==> src/rtl/io_timer_bank.sv <==
// Memory-mapped bank of up-counting timers with reload, one-shot mode and a level irq.
// Optional capture inputs are built only when TIMER_BANK_CAPTURE_EN is defined.
module io_timer_bank #(
    parameter int CHANNELS = 4,
    parameter int WIDTH    = 32
) (
    input  logic                clk,
    input  logic                reset,
    input  logic                sel,
    input  logic [9:0]          addr,
    input  logic                wr,
    input  logic                rd,
    input  logic [31:0]         wdata,
    output logic [31:0]         rdata,
    input  logic [CHANNELS-1:0] cap_in,
    output logic                irq
);

    localparam logic [1:0] MOD_WRITE  = 2'd0;
    localparam logic [1:0] MOD_CLEAR  = 2'd1;
    localparam logic [1:0] MOD_SET    = 2'd2;
    localparam logic [1:0] MOD_TOGGLE = 2'd3;

    localparam logic [2:0] REG_COUNT   = 3'd0;
    localparam logic [2:0] REG_RELOAD  = 3'd1;
    localparam logic [2:0] REG_CTRL    = 3'd2;
    localparam logic [2:0] REG_PENDING = 3'd3;
    localparam logic [2:0] REG_CAPTURE = 3'd4;

    localparam logic [WIDTH-1:0] COUNT_MAX = '1;
`ifdef TIMER_BANK_CAPTURE_EN
    localparam logic [3:0] CTRL_MASK = 4'hF;
`else
    localparam logic [3:0] CTRL_MASK = 4'h7;
`endif

    logic [WIDTH-1:0]    count  [CHANNELS];
    logic [WIDTH-1:0]    reload [CHANNELS];
    logic [3:0]          ctrl   [CHANNELS];
    logic [CHANNELS-1:0] pending;
    logic [CHANNELS-1:0] wrap;
    logic [CHANNELS-1:0] hw_set;
    logic [CHANNELS-1:0] ie_vec;

    logic [1:0]  mod;
    logic [2:0]  reg_idx;
    logic [2:0]  ch_idx;
    logic        wr_en;
    logic        rd_en;
    logic [31:0] old_val;
    logic [31:0] new_val;

    assign mod     = addr[3:2];
    assign reg_idx = addr[6:4];
    assign ch_idx  = addr[9:7];
    assign wr_en   = sel & wr;
    assign rd_en   = sel & rd;

`ifdef TIMER_BANK_CAPTURE_EN
    logic [WIDTH-1:0]    capture [CHANNELS];
    logic [CHANNELS-1:0] cap_s1, cap_s2, cap_s3;
    logic [CHANNELS-1:0] cap_rise;
    assign cap_rise = cap_s2 & ~cap_s3;
    logic unused_bits;
    assign unused_bits = ^addr[1:0];
`else
    logic unused_bits;
    assign unused_bits = ^{addr[1:0], cap_in};
`endif

    // Current value of the addressed register; feeds both the read path and the modifiers.
    always_comb begin
        old_val = '0;
        if (reg_idx == REG_PENDING) begin
            old_val = 32'(pending);
        end else begin
            for (int i = 0; i < CHANNELS; i++) begin
                if (ch_idx == 3'(i)) begin
                    case (reg_idx)
                        REG_COUNT:   old_val = 32'(count[i]);
                        REG_RELOAD:  old_val = 32'(reload[i]);
                        REG_CTRL:    old_val = 32'(ctrl[i]);
`ifdef TIMER_BANK_CAPTURE_EN
                        REG_CAPTURE: old_val = 32'(capture[i]);
`endif
                        default:     old_val = '0;
                    endcase
                end
            end
        end
    end

    always_comb begin
        new_val = wdata;
        case (mod)
            MOD_WRITE:  new_val = wdata;
            MOD_CLEAR:  new_val = old_val & ~wdata;
            MOD_SET:    new_val = old_val | wdata;
            MOD_TOGGLE: new_val = old_val ^ wdata;
            default:    new_val = wdata;
        endcase
    end

    always_comb begin
        wrap   = '0;
        hw_set = '0;
        ie_vec = '0;
        for (int i = 0; i < CHANNELS; i++) begin
            wrap[i]   = ctrl[i][0] && (count[i] == COUNT_MAX);
            ie_vec[i] = ctrl[i][2];
`ifdef TIMER_BANK_CAPTURE_EN
            hw_set[i] = wrap[i] | (cap_rise[i] & ctrl[i][3]);
`else
            hw_set[i] = wrap[i];
`endif
        end
    end

    assign irq = |(pending & ie_vec);

    always_ff @(posedge clk) begin
        if (reset) begin
            for (int i = 0; i < CHANNELS; i++) begin
                count[i]  <= '0;
                reload[i] <= '0;
                ctrl[i]   <= '0;
`ifdef TIMER_BANK_CAPTURE_EN
                capture[i] <= '0;
`endif
            end
`ifdef TIMER_BANK_CAPTURE_EN
            cap_s1 <= '0;
            cap_s2 <= '0;
            cap_s3 <= '0;
`endif
            pending <= '0;
            rdata   <= '0;
        end else begin
            if (rd_en) rdata <= old_val;
            for (int i = 0; i < CHANNELS; i++) begin
                // Software writes win over reload/increment and over the one-shot EN clear.
                if (wr_en && ch_idx == 3'(i) && reg_idx == REG_COUNT)
                    count[i] <= new_val[WIDTH-1:0];
                else if (wrap[i])
                    count[i] <= reload[i];
                else if (ctrl[i][0])
                    count[i] <= count[i] + WIDTH'(1);

                if (wr_en && ch_idx == 3'(i) && reg_idx == REG_RELOAD)
                    reload[i] <= new_val[WIDTH-1:0];

                if (wr_en && ch_idx == 3'(i) && reg_idx == REG_CTRL)
                    ctrl[i] <= new_val[3:0] & CTRL_MASK;
                else if (wrap[i] && ctrl[i][1])
                    ctrl[i][0] <= 1'b0;
`ifdef TIMER_BANK_CAPTURE_EN
                if (cap_rise[i]) capture[i] <= count[i];
`endif
            end
`ifdef TIMER_BANK_CAPTURE_EN
            cap_s1 <= cap_in;
            cap_s2 <= cap_s1;
            cap_s3 <= cap_s2;
`endif
            // Hardware events are OR-ed in after the software update so a set beats a clear.
            if (wr_en && reg_idx == REG_PENDING)
                pending <= new_val[CHANNELS-1:0] | hw_set;
            else
                pending <= pending | hw_set;
        end
    end

endmodule

==> config.mk <==
export PLATFORM = sky130hd
export DESIGN_NAME = io_timer_bank
export DESIGN_NICKNAME = d
export VERILOG_FILES = /design/src/rtl/io_timer_bank.sv
export SDC_FILE = /design/constraint.sdc
export NUM_CORES = 1
export LEC_CHECK = 0
export CAP_MARGIN = 20
export CORE_ASPECT_RATIO = 0.8
export CORE_MARGIN = 3
export CORE_UTILIZATION = 60
export DETAILED_ROUTE_END_ITERATION = 10
export PLACE_DENSITY = 0.79
export SLEW_MARGIN = 5
export SYNTH_ARGS = -nofsm -noshare
export SYNTH_HDL_FRONTEND = slang
export SYNTH_SLANG_ARGS = --single-unit
==> constraint.sdc <==
create_clock -name clk -period 11.2 [get_ports clk]
set_clock_uncertainty 0.15 [all_clocks]
set_input_delay 2.24 -clock clk [delete_from_list [all_inputs] [get_ports clk]]
set_output_delay 2.24 -clock clk [all_outputs]
set_load 0.01 [all_outputs]
== Word level (Yosys, flattened, before mapping) ==
Memories as Yosys holds them, arrays and structs flattened.
Index checks and enable logic that the tools add are counted.

* Memories: 3
* Output and inout bits: 33
* Bits in writable memories: 268
* Input bits: 51
* Register bits after elaboration: 36

{| class="wikitable"
|+ Memory list
! memory !! words !! bits a word !! read ports !! clocked after memory_dff !! write ports !! RTL line !! source
|-
| count || 4 || 32 || 4 || 0 || 4 || 37 || <nowiki>logic [WIDTH-1:0] count [CHANNELS];</nowiki>
|-
| reload || 4 || 32 || 4 || 0 || 4 || 38 || <nowiki>logic [WIDTH-1:0] reload [CHANNELS];</nowiki>
|-
| ctrl || 4 || 3 || 4 || 0 || 4 || 39 || <nowiki>logic [3:0] ctrl [CHANNELS];</nowiki>
|}

* Mux-type cells: 125
* Add/subtract/negate cells: 4
* Bitwise logic cells: 33
* Equality and inequality tests: 13
* Reductions and logical operators: 29

{| class="wikitable"
|+ Operator list
! kind !! count
|-
| $mux 32 || 21
|-
| $pmux 32 s3 || 4
|-
| $add 32x1->32 const B || 4
|-
| $eq 32x32->1 const B || 4
|-
| $pmux 32 s4 || 1
|-
| $mux 1 || 94
|-
| $and 32x32->32 || 1
|-
| $not 32->32 || 1
|-
| $or 32x32->32 || 1
|-
| $xor 32x32->32 || 1
|-
| $logic_and 1x1->1 || 25
|-
| $or 1x1->1 || 24
|-
| $eq 3x2->1 const B || 4
|-
| $mux 3 || 4
|-
| $or 4x4->4 || 2
|-
| $eq 3x1->1 const B || 2
|-
| $logic_not 3->1 || 2
|-
| $and 4x4->4 || 1
|-
| $eq 2x2->1 const B || 2
|-
| $mux 4 || 1
|-
| $reduce_or 4->1 || 1
|-
| $and 1x1->1 || 2
|-
| $eq 2x1->1 const B || 1
|-
| $logic_not 2->1 || 1
|}

== Logic depth before layout (Yosys ltp) ==
Gate-level depths: netlist of run 1.

* Depth after elaboration: 12
* Depth in mapped cells: 15
* Mapped depth without buffers: 13

== Worst setup path before layout of run 1 ==
No wires, ideal clock.

* Kind: input port to flip-flop
* Start point: input addr[6]
* End point: memory count[1][17] (data pin)
* Path buffers: 3
* Arrival time: 4.921 ns
* Library setup time: 0.263 ns
* Stages: 14
* Slack: 5.866 ns
* Cells stage by stage: buf_6 or4_4 buf_6 buf_6 nor3_2 a21oi_1 a311oi_2 inv_1 ha_1 mux2_2 a21oi_1 nor3_1 a31oi_1 o21ai_0

{| class="wikitable"
|+ RTL lines
! item !! RTL line !! source
|-
| start: declaration || 10 || <nowiki>input logic [9:0] addr,</nowiki>
|-
| end: declaration || 37 ||
|}

==> results of run 1 <==
## kinds of logic after synthesis
logic type | after synthesis
simple gates | 748
compound gates | 521
flops | 304
buf+inv | 219
mux | 145
xor+xnor | 98
fa+ha+maj | 68
## placed cells by master (no fill, tap or decap), types with 15 or more instances in the layout
master             n
edfxtp_1         268
nor2_1           244
nand2_1          216
o21ai_0          121
a21oi_1          120
mux2i_1          100
inv_1             81
clkdlybuf4s50_1   72
ha_1              68
a211oi_1          64
nand3_1           62
xnor2_1           54
buf_4             54
xor2_1            44
mux2_2            42
nand4_1           40
nor3_1            37
clkbuf_16         37
dfxtp_1           36
o22ai_1           32
a31oi_1           28
a22oi_1           24
nand2b_1          23
a311oi_2          21
and3_1            19
or2_2             16
o211ai_1          16
nor3_2            15
## flip-flops by register name, indices dropped and copies added, names as in the netlist
signal	flops
reload	128
ctrl	12
count	128
pending	4
rdata	32
## final timing paths
check	start	slack [ns]	endpoint
worst max-delay path	addr[7]	3.90	count[2][16]
worst min-delay path	rdata[21]	0.31	rdata[21]
worst max register to register	count[2][12]	7.00	count[3][12]
worst min register to register	rdata[21]	0.31	rdata[21]
## cell usage after synthesis (24+ instances only)
library cell  number
o21ai_0          121
a21oi_1          126
inv_1             81
buf_2             31
clkbuf_1          80
nand3_1           62
mux2_2            42
xor2_1            44
mux2i_1          100
xnor2_1           54
dfxtp_1           36
nand2_1          216
a31oi_1           28
nor3_1            37
nand4_1           40
edfxtp_1         268
ha_1              68
nor2_1           244
a211oi_1          64
a22oi_1           24
o22ai_1           32
## worst max-delay path, stage by stage
cell	delay (ns)
clkdlybuf4s50_1	1.11
nand2b_1	0.43
nor3_4	1.03
a21oi_1	0.24
a311oi_2	0.56
inv_1	0.09
ha_1	0.30
mux2_2	0.29
a21oi_2	0.79
o221ai_1	0.27
## power breakdown
group / total, mW / internal (mW) / switching (mW)
Sequential: 1.36 / 1.30 / 0.0609
Clock: 1.19 / 0.719 / 0.474
Combinational: 0.409 / 0.133 / 0.276
Total: 2.96 / 2.15 / 0.811
## per-layer routing
metal	vias up	GRT usage, %	part of all wire [%]
li1	7827	-	-
met1	8366	51.9	37
met2	1414	49.6	40
met3	194	12.5	17
met4	0	19.0	6.2
met5	-	0	0
## final cells by class
| class | instances | area (um^2) | area share (%) |
|---|---|---|---|
| tap | 427 | 534 | 2.39 |
| inverter | 82 | 308 | 1.37 |
| timing repair buffer | 136 | 1260 | 5.61 |
| clock inverter | 14 | 171 | 0.766 |
| sequential | 304 | 8770 | 39.2 |
| clock buffer | 47 | 1000 | 4.48 |
| multi-input combinational | 1580 | 10300 | 46.2 |
==> key figures, run 1 <==
Run status
  – Status: finished, final reports clean

Route
  – DR pass1 iterations: 7
  – Via count: 17.8k
  – Vias per inst: 6.87
  – 1st-iter DRT viols: 2,950
  – DRT antenna net count: 0
  – Wire length per cell: 25.9 um
  – DRT Wirelength: 67.2 mm
  – DRC Markers: 0

Pwr
  – Leakage: 7.91 nW
  – Pwr Density: 132 nW/um^2
  – Worst vdd ir: 108 uV
  – Pwr Total: 2.96 mW

Hold path
  – Worst hold stages: 2
  – Worst hold-check path type: flop to flop

STA
  – RSZ-0062 raised after global routing: false
  – Slew Limit Headroom: 18.4%
  – Worst hold slack: 0.306 ns
  – Worst slew pin tran: 1.22 ns
  – Setup ws final: 3.90 ns
  – Setup TNS: 0 ns
  – Max-slew violation count: 0
  – Max Fclk: 0.137 GHz
  – # setup viols final: 0
  – Final Critical Period: 7.30 ns
  – Hold violation count in the final report: 0
  – Period utilization: 65.2%

Setup path
  – CP Launch Type: input pin
  – Crit Path Max Fanout: 26
  – Worst EP arrival: 7.38 ns
  – CP Capture Type: flop
  – WP data required: 11.28 ns
  – WS Path Type: input pin to flop
  – Reg2reg path depth: 10

Clocking
  – Post-CTS Setup Bufs: 0
  – CTS buffer count: 34
  – Clock Sinks: 304
  – Skew-Pair Late Insertion Delay: 0.54 ns
  – CTS tree: yes
  – Root Driver: clkbuf_16
  – Hold buffer count at CTS: 0
  – Clk buf depth: 3
  – H-tree depth: 2
  – CTS clk-pin slew, worst paths: 0.07 ns
  – PostCTS Resize Cnt: 0

Synth
  – FFs w/ async S/R, synth: 0%
  – Syn nets: 2,222
  – YS warnings: 0
  – Mean Syn Cell Area: 9.51 um^2
  – Synth Area in Adders: 4.25%
  – Sequential area share after synthesis: 43.8%
  – Post-synthesis compound-gate area fraction: 17.1%
  – Synth top area share: 40.2%
  – Post-Synth XOR/XNOR Area: 4.29%
  – Cells after Synth: 2,103
  – Largest family of logic cells by synthesized area: simple AND/OR/NAND/NOR gates
  – Synth unique cells: 80
  – Synth Area in Simple Gates: 18.1%
  – Multiplexer share of the synthesized area: 7.70%
  – Netlist Area Pre-Place: 20,000 um^2
  – Post-synth EDFFs: 268
  – Primary FF master, synth: edfxtp_1
  – Leading area contributor after synthesis: edfxtp_1
  – Post-synthesis register bit count: 304
  – Dominant cells by area after synthesis: edfxtp_1 40%, mux2i_1 5.0%, nor2_1 4.6%

Floorplanning
  – Row cnt: 59
  – Core ar.: 32,700 um^2
  – Die ar.: 35,600 um^2
  – I/O pin count: 84
  – Initial Util: 61.2%
  – Die Height: 169 um
  – Die width: 210 um

Finish
  – Nets: 2,257
  – Antenna cell count: 0
  – Area Growth Syn to Fin: 11.9%
  – Share of cells above drive strength 1: 11.3%
  – Layout Utilization: 68.5%
  – Count of non-filler cells in the finished layout: 2,590
  – Post-route cell area: 22,400 um^2
  – Fill cell count: 2,450

GRT
  – Initial antenna violation count: 0
  – GR Overflow Total: 0
  – First-pass GRT wire length: 99.1 mm
  – Number of global-route vias before repair: 16.2k
  – GRT Resource Usage Total: 36.6%
  – Largest net degree at the start of global routing: 83

Place
  – Final HPWL DP: 45.1 mm
  – Place WS: 3.71 ns
  – Port Buf Inserts: 77
  – Routability Congestion: 1.06
  – Dpl cell area: 21,100 um^2
  – Dpl cells: 2,523

Job
  – Number of max-cap violations: 0
(Power assumes the default switching activity.)
==> inputs of run 2 (changes only) <==
Clock period 11.2 ns to 6.9 ns, I/O delays scaled along.
==> run 2 against run 1 <==
Via count up 0.90%. Cell count rose by 0.54%. Cell area is 0.15% lower. Critical path type unchanged. Routed wire length grew 2.7%. Sequential cell count did not move. Sequential share of layout area grew 0.059 points. Non-clock buffer count is 12 higher. Critical path depth increased by 4. Sequential power is 63% higher. Core utilization fell by 0.10 points. Global-route usage is 1.2 points higher. Power is 59% higher.
==> key figures, run 2 (synthesis gave the netlist of run 1 again) <==
Clocking
  – Clk buf depth: 3
  – Hold buffer count at CTS: 0
  – CTS clk-pin slew, worst paths: 0.06 ns
  – Clock Sinks: 304
  – Skew-Pair Late Insertion Delay: 0.55 ns
  – CTS tree: yes
  – CTS buffer count: 34
  – Post-CTS Setup Bufs: 0
  – Root Driver: clkbuf_16
  – PostCTS Resize Cnt: 0
  – H-tree depth: 2

STA
  – Slew Limit Headroom: 23.9%
  – Worst slew pin tran: 1.13 ns
  – Hold violation count in the final report: 0
  – Setup ws final: 1.30 ns
  – Worst hold slack: 0.305 ns
  – Setup TNS: 0 ns
  – Max Fclk: 0.178 GHz
  – Final Critical Period: 5.60 ns
  – # setup viols final: 0
  – Max-slew violation count: 0
  – RSZ-0062 raised after global routing: false
  – Period utilization: 81.2%

Place
  – Dpl cells: 2,541
  – Dpl cell area: 21,300 um^2
  – Port Buf Inserts: 77
  – Place WS: 0.998 ns
  – Final HPWL DP: 47.9 mm
  – Routability Congestion: 1.06

Hold path
  – Worst hold-check path type: flop to flop

Floorplanning
  – Initial Util: 61.2%
  – Die width: 210 um
  – Row cnt: 59
  – Core ar.: 32,700 um^2
  – I/O pin count: 84
  – Die ar.: 35,600 um^2
  – Die Height: 169 um

Finish
  – Area occupied by multi-input gates: 10,300 um^2
  – Regs by FF count: count: 128 flops, reload: 128 flops, rdata: 32 flops
  – Share of cells above drive strength 1: 11.3%
  – Register area: 8770 um^2
  – Area Growth Syn to Fin: 11.7%
  – Post-route cell area: 22,400 um^2
  – Nets: 2,269
  – Most common cell after layout, fill and taps aside: edfxtp_1
  – Commonest cells after routing, fill and taps aside: 268 x edfxtp_1, 244 x nor2_1, 215 x nand2_1, 124 x a21oi_1, 121 x o21ai_0
  – Fill cell count: 2,517
  – Layout Utilization: 68.4%
  – Count of non-filler cells in the finished layout: 2,604

GRT
  – GR Overflow Total: 0
  – GRT Resource Usage Total: 37.8%
  – First-pass GRT wire length: 102 mm
  – Initial antenna violation count: 0
  – Number of global-route vias before repair: 16.1k
  – Largest net degree at the start of global routing: 84

Route
  – DRT Wirelength: 69.0 mm
  – DRC Markers: 0
  – Wire length per cell: 26.5 um
  – DRT antenna net count: 0
  – Vias per inst: 6.90
  – DR pass1 iterations: 6
  – 1st-iter DRT viols: 2,873
  – Via count: 18.0k

Setup path
  – Worst EP arrival: 5.71 ns
  – WS Path Type: input pin to flop
  – CP Launch Type: input pin
  – CP Capture Type: flop
  – Crit Path Max Fanout: 26
  – WP data required: 7.01 ns

Pwr
  – Leakage: 7.91 nW
  – Worst vdd ir: 186 uV
  – Pwr Density: 210 nW/um^2
  – Pwr Total: 4.70 mW

Job
  – Number of max-cap violations: 0

Run status
  – Status: finished, final reports clean
run 2: cell types whose count changed in the layout (fill, tap and decap cells not counted), sizes merged:
cell and delta:
buf +12, bufinv -3, clkinv +2, diode +1, inv +2
run 2: critical path: stages:
cell,delay [ns]
clkdlybuf4s50_1,0.87
buf_4,0.29
nor3b_2,0.06
buf_4,0.23
o21ai_0,0.37
o21ai_0,0.43
a311oi_2,0.44
inv_1,0.08
ha_1,0.28
mux2i_1,0.14
nand2_1,0.07
o21ai_1,0.63
buf_4,0.32
o22ai_1,0.10
run 2: layout make-up:
class	count	area share, %
Antenna cell	1	0.0112
Clock buffer	47	4.29
Clock inverter	15	0.605
Inverter	82	1.38
Multi-Input combinational cell	1580	46.2
Sequential cell	304	39.2
Tap cell	427	2.39
Timing Repair Buffer	148	5.92
run 2: power breakdown:
group | total (mW) | internal [mW] | switching (mW)
clock | 1.81 | 1.02 | 0.793
sequential | 2.21 | 2.10 | 0.102
combinational | 0.673 | 0.223 | 0.450
run 2: worst paths after layout:
path                                   start            to  slack (ns)  cells past startpoint
worst min-delay path               rdata[11]     rdata[11]        0.30                      2
worst max-delay path                 addr[7]  count[2][20]        1.30                     14
worst max register to register  count[2][20]  count[2][20]        2.69                     11
worst min register to register     rdata[11]     rdata[11]        0.30                      2
run 2: per-layer routing:
| layer | wire length [um] | vias to the layer above | global-route usage (%) | part of all wire [%] |
|---|---|---|---|---|
| li1 | - | 7863 | - | - |
| met1 | 27100 | 8566 | 55.6 | 39 |
| met2 | 27500 | 1354 | 51.6 | 40 |
| met3 | 10600 | 179 | 10.4 | 15 |
| met4 | 3830 | 0 | 18.2 | 5.5 |
| met5 | 0 | - | 0 | 0 |
